## config.mk

```make
export PLATFORM = sky130hd
export DESIGN_NAME = iter_divider
export DESIGN_NICKNAME = d
export VERILOG_FILES = /design/src/rtl/iter_divider.sv
export SDC_FILE = /design/constraint.sdc
export NUM_CORES = 1
export LEC_CHECK = 0
export CAP_MARGIN = 30
export CELL_PAD_IN_SITES_DETAIL_PLACEMENT = 1
export CELL_PAD_IN_SITES_GLOBAL_PLACEMENT = 1
export CORE_UTILIZATION = 44
export CTS_CLUSTER_DIAMETER = 150
export DETAILED_ROUTE_END_ITERATION = 12
export GPL_TIMING_DRIVEN = 0
export MAX_ROUTING_LAYER = met4
export PLACE_DENSITY_LB_ADDON = 0.1
export SYNTH_ARGS = -nofsm -noshare
export SYNTH_HDL_FRONTEND = slang
export SYNTH_SLANG_ARGS = --single-unit
```

## constraint.sdc

```tcl
create_clock -name clk -period 15.1 [get_ports clk]
set_clock_uncertainty 0.05 [all_clocks]
set_input_delay 1.51 -clock clk [delete_from_list [all_inputs] [get_ports clk]]
set_output_delay 1.51 -clock clk [all_outputs]
set_load 0.02 [all_outputs]
```

## src/rtl/iter_divider.sv

```systemverilog
// Multi-cycle 32-bit radix-2 restoring divider returning {quotient, remainder}.
// Optional build macro DIV_EARLY_TERM_EN: skip iteration when |dividend| < |divisor|.
module iter_divider #(
  parameter bit SIGNED = 1'b1
) (
  input  logic        clk,
  input  logic        reset,
  input  logic [31:0] s_axis_dividend_tdata,
  input  logic        s_axis_dividend_tvalid,
  output logic        s_axis_dividend_tready,
  input  logic [31:0] s_axis_divisor_tdata,
  input  logic        s_axis_divisor_tvalid,
  output logic        s_axis_divisor_tready,
  output logic [63:0] m_axis_dout_tdata,
  output logic        m_axis_dout_tvalid
);

  typedef enum logic [1:0] {IDLE, PREP, CALC, DONE} state_t;

  state_t      state_reg, state_next;
  logic [31:0] a_reg, a_next;
  logic [31:0] b_reg, b_next;
  logic [31:0] bmag_reg, bmag_next;
  logic [31:0] quo_reg, quo_next;
  logic [32:0] rem_reg, rem_next;
  logic [4:0]  cnt_reg, cnt_next;
  logic        sign_q_reg, sign_q_next;
  logic        sign_r_reg, sign_r_next;
  logic [63:0] dout_reg, dout_next;
  logic        dout_valid_reg, dout_valid_next;

  logic        accept;
  logic        a_neg, b_neg;
  logic [31:0] a_mag, b_mag;
  logic [32:0] rem_shift, diff;
  logic        early;
  logic [31:0] quo_fix, rem_fix;

  assign s_axis_dividend_tready = (state_reg == IDLE);
  assign s_axis_divisor_tready  = (state_reg == IDLE);
  assign m_axis_dout_tdata      = dout_reg;
  assign m_axis_dout_tvalid     = dout_valid_reg;

  assign accept = s_axis_dividend_tvalid && s_axis_divisor_tvalid && (state_reg == IDLE);

  assign a_neg = SIGNED && a_reg[31];
  assign b_neg = SIGNED && b_reg[31];
  assign a_mag = a_neg ? (~a_reg + 32'd1) : a_reg;
  assign b_mag = b_neg ? (~b_reg + 32'd1) : b_reg;

  // One restoring step: bring in the next dividend bit, trial-subtract the divisor.
  assign rem_shift = {rem_reg[31:0], quo_reg[31]};
  assign diff      = rem_shift - {1'b0, bmag_reg};

`ifdef DIV_EARLY_TERM_EN
  assign early = (b_reg != 32'd0) && (a_mag < b_mag);
`else
  assign early = 1'b0;
`endif

  always_comb begin
    state_next      = state_reg;
    a_next          = a_reg;
    b_next          = b_reg;
    bmag_next       = bmag_reg;
    quo_next        = quo_reg;
    rem_next        = rem_reg;
    cnt_next        = cnt_reg;
    sign_q_next     = sign_q_reg;
    sign_r_next     = sign_r_reg;
    dout_next       = dout_reg;
    dout_valid_next = 1'b0;
    quo_fix         = 32'd0;
    rem_fix         = 32'd0;

    case (state_reg)
      IDLE: begin
        if (accept) begin
          a_next     = s_axis_dividend_tdata;
          b_next     = s_axis_divisor_tdata;
          state_next = PREP;
        end
      end
      PREP: begin
        bmag_next   = b_mag;
        sign_q_next = a_neg ^ b_neg;
        sign_r_next = a_neg;
        cnt_next    = 5'd31;
        if (early) begin
          // Quotient is zero and the whole magnitude is the remainder.
          quo_next   = 32'd0;
          rem_next   = {1'b0, a_mag};
          state_next = DONE;
        end else begin
          quo_next   = a_mag;
          rem_next   = 33'd0;
          state_next = CALC;
        end
      end
      CALC: begin
        if (diff[32]) begin
          rem_next = rem_shift;
        end else begin
          rem_next = diff;
        end
        quo_next = {quo_reg[30:0], ~diff[32]};
        if (cnt_reg == 5'd0) begin
          state_next = DONE;
        end else begin
          cnt_next = cnt_reg - 5'd1;
        end
      end
      DONE: begin
        state_next = IDLE;
      end
      default: begin
        state_next = IDLE;
      end
    endcase

    // The result register is loaded on the edge entering DONE so data and strobe align.
    if (state_next == DONE) begin
      dout_valid_next = 1'b1;
      quo_fix = sign_q_next ? (~quo_next + 32'd1) : quo_next;
      rem_fix = sign_r_next ? (~rem_next[31:0] + 32'd1) : rem_next[31:0];
      if (b_reg == 32'd0) begin
        dout_next = {32'hFFFF_FFFF, a_reg};
      end else begin
        dout_next = {quo_fix, rem_fix};
      end
    end
  end

  always_ff @(posedge clk or posedge reset) begin
    if (reset) begin
      state_reg      <= IDLE;
      a_reg          <= 32'd0;
      b_reg          <= 32'd0;
      bmag_reg       <= 32'd0;
      quo_reg        <= 32'd0;
      rem_reg        <= 33'd0;
      cnt_reg        <= 5'd0;
      sign_q_reg     <= 1'b0;
      sign_r_reg     <= 1'b0;
      dout_reg       <= 64'd0;
      dout_valid_reg <= 1'b0;
    end else begin
      state_reg      <= state_next;
      a_reg          <= a_next;
      b_reg          <= b_next;
      bmag_reg       <= bmag_next;
      quo_reg        <= quo_next;
      rem_reg        <= rem_next;
      cnt_reg        <= cnt_next;
      sign_q_reg     <= sign_q_next;
      sign_r_reg     <= sign_r_next;
      dout_reg       <= dout_next;
      dout_valid_reg <= dout_valid_next;
    end
  end

endmodule

```

==> flow_metrics.py <==
metrics = {
    "floorplanning": {
        "num_rows": 66,
        "initial_utilization_pct": 44.70,
        "core-area_sq_mm": 0.03254,
        "io_pins": 135,
        "fp.dieH_um": 183.8,
        "die_area_sq_mm": 0.03378,
        "die_w_um": 183.8,
    },
    "clock_network": {
        "root_buffer": "clkbuf_16",
        "cts_setup_buffers": 0,
        "clkLatencyLatePin_ps": 560,
        "cts_num_sinks": 234,
        "clk_pin_slew_ps": 70,
        "ctsHoldBuffers": 0,
        "h-tree-depth": 1,
        "cts_tree": "done",
        "cts_inserted_buffers": 28,
        "clockBufferDepth": 3,
        "cts_resized": 0,
    },
    "global_routing": {
        "grt-ovfl-total": 0,
        "grt_usage_pct": 31.43,
        "grt_antenna_before_repair": 0,
        "grt_pass1_vias": 13662,
        "grt_max_degree": 93,
        "grt_pass1_wl_um": 79760,
    },
    "critical_path": {
        "r2r_start": "state_reg[0]",
        "critPathKind": "register to register",
        "reg2reg_depth": 12,
        "path_cells": "inv_1, ha_1, clkbuf_1, clkbuf_1, clkbuf_1, buf_1, nand2_1, inv_1, clkbuf_1, clkbuf_1, o21ai_0, nand2_1",
        "cp-start-kind": "register",
        "arrival_ps": 6160,
        "crit_end": "m_axis_dout_tdata[49]",
        "crit_buf_inv": 8,
        "critPathTopFamily": "buffers and inverters",
        "worst_path_largest_cell_delay_ps": 760,
        "cp_max_fo": 10,
        "path_common_cell": "clkbuf_1",
        "r2r_setup_slack_ps": 9390,
        "path_depth": 12,
        "crit_start": "state_reg[0]",
        "cpMaxStageDelayCell": "clkbuf_1",
        "critPathCaptureType": "register",
        "worstPathRequired_ps": 15550,
        "reg2reg_to": "m_axis_dout_tdata[49]",
    },
    "pwr": {
        "power_w": 0.004127,
        "vdd_drop_max_mv": 0.1152,
        "p_per_area_mw_per_mm2": 235.2,
        "p_leak_nw": 7.567,
    },
    "route": {
        "via_count": 13400,
        "via_per_inst": 6.009,
        "wl_per_cell_um": 22.66,
        "drt_iter0_drc": 1073,
        "drc": 0,
        "detail-route-antenna-nets": 0,
        "drt_first_pass_iters": 5,
        "drt-total-wl_um": 50530,
    },
    "synth": {
        "synth_top_family_by_area": "compound AO/OA/AOI/OAI gates",
        "synthMuxAreaShare_pct": 6.212,
        "yosysMostFrequentCell": "dfrtp_1",
        "synth_fp_nets": 1708,
        "ys_async_sr_fraction_pct": 100.0,
        "avgSynthCellArea_sq_um": 9.095,
        "netlist_top_cells_area": "dfrtp_1 (40%), mux2_2 (5.1%), a21oi_1 (5.0%)",
        "synth_common_cells": "dfrtp_1 (234), a21oi_1 (144), nor2_1 (143)",
        "ys_types": 93,
        "seq_area_frac_synth_pct": 40.26,
        "synth_compound_area_share_pct": 21.10,
        "synth_simple_gate_area_share_pct": 16.19,
        "ys_ff_latch": 234,
        "yosys.area.top_type": "dfrtp_1",
        "synth_xor_area_share_pct": 7.709,
        "yosys_warnings": 0,
        "yosys.area_share.adder_pct": 3.579,
        "synthesis.instances": 1599,
        "syn_area_sq_mm": 0.01454,
        "yosysTopAreaCellShare_pct": 40.26,
        "synth-edff-count": 0,
        "synth_ff_type": "dfrtp_1",
    },
    "run_status": {
        "status": "completed",
    },
    "layout": {
        "fin_cells": 2230,
        "largest_register_ffs": 64,
        "fin_nets": 1875,
        "regArea_sq_mm": 0.005856,
        "nFillCells": 3769,
        "layout-drive-gt1-share_pct": 9.452,
        "num_antenna_cells": 0,
        "multiInputGateArea_sq_mm": 0.007968,
        "syn_to_final_growth_pct": 20.66,
    },
    "min_path": {
        "hp-class": "register to register",
    },
    "placed_design": {
        "place.gp.congestion": 0.9170,
        "place_hpwl_um": 38760,
        "dp.cells": 2178,
        "preCtsSetupSlack_ps": 9623,
        "portBuffers": 134,
    },
    "sta": {
        "tns_ps": 0,
        "finalHoldViolCount": 0,
        "final.setup.worst_slack_ps": 9392,
        "max_slew_margin_pct": 32.72,
        "slew_violations": 0,
        "tightest_slew_ps": 1000,
        "setup_violations": 0,
        "rsz0062_at_grt": "no",
        "fmax_mhz": 175.2,
        "min_period_ps": 5708,
        "post-route-period-util_pct": 37.80,
    },
    "flow_run": {
        "drv_cap": 0,
    },
}
[stage by stage]
stage | hold WS (ps) | util, % | instance area (sq um)
2_1_floorplan | 387.4 | - | 14540
3_3_place_gp | 403.3 | 50.52 | 16440
3_5_place_dp | 407.8 | 50.73 | 16510
4_1_cts | 422.2 | 53.93 | 17550
5_1_grt | 442.7 | 53.93 | 17550
6_report | 418.7 | 53.93 | 17550
[final cells by class]
type,instances,share of cell area (%)
Multi-Input combinational cell,1182,45.41
Sequential cell,234,33.37
Timing Repair Buffer,137,8.001
Clock buffer,42,4.642
Tap cell,442,3.152
Buffer,93,2.175
Inverter,90,1.968
Clock inverter,10,1.284
[tightest hold or removal path: cells and delay by family (launching register included)]
| family | cells | cell delay, ps |
|---|---|---|
| flops | 1 | 330 |
| simple gates | 2 | 100 |
[power breakdown]
part	internal, W	leakage (nW)	switching [W]
registers	0.000903	2.84	0.000271
logic	0.000838	4.22	0.00134
clock network	0.000490	0.507	0.000282
[layer usage]
| layer | track usage (%) | wire length [um] | up-vias |
|---|---|---|---|
| met5 | - | 0 | - |
| met4 | 5.900 | 967 | 0 |
| li1 | - | - | 6105 |
| met2 | 48.12 | 22540 | 377 |
| met1 | 44.94 | 24310 | 6860 |
| met3 | 3.724 | 2719 | 58 |
[worst min-delay path by stage]
stage | from | end | slack [ps] | cells past startpoint
CTS | cnt_reg[4] | cnt_reg[4] | 420 | 2
detailed placement | cnt_reg[4] | cnt_reg[4] | 410 | 2
finish | cnt_reg[4] | cnt_reg[4] | 420 | 2
floorplan | cnt_reg[4] | cnt_reg[4] | 390 | 2
global route | cnt_reg[4] | cnt_reg[4] | 440 | 2
global placement | cnt_reg[4] | cnt_reg[4] | 400 | 2
[cells in the final DEF, fill, tap and decap left out, drive strengths merged, types with 13 or more instances in the layout]
cell type        n
a22oi           14
mux2i           16
o31ai           25
xor2            68
a21oi          146
clkdlybuf4s50  134
nor3            37
a21o            15
buf             31
ha              40
o21ai           91
xnor2           60
nand2          116
nor2           143
o41ai           18
o211ai          13
and3            26
mux2            66
a221oi          15
dfrtp          234
a41oi           13
nand3           33
inv             87
a211oi          14
nand4           20
clkbuf         107
nor2b           13
a31oi           30
or3             20
[cells by family (layout without fill, tap and decap cells)]
kind of cell,Yosys count,in the layout
fa+ha+maj,41,41
mux,82,82
buf+inv,183,372
flops,234,234
simple gates,469,469
xor+xnor,128,128
compound gates,462,462
No activity file was read; power rests on OpenSTA's default activity.
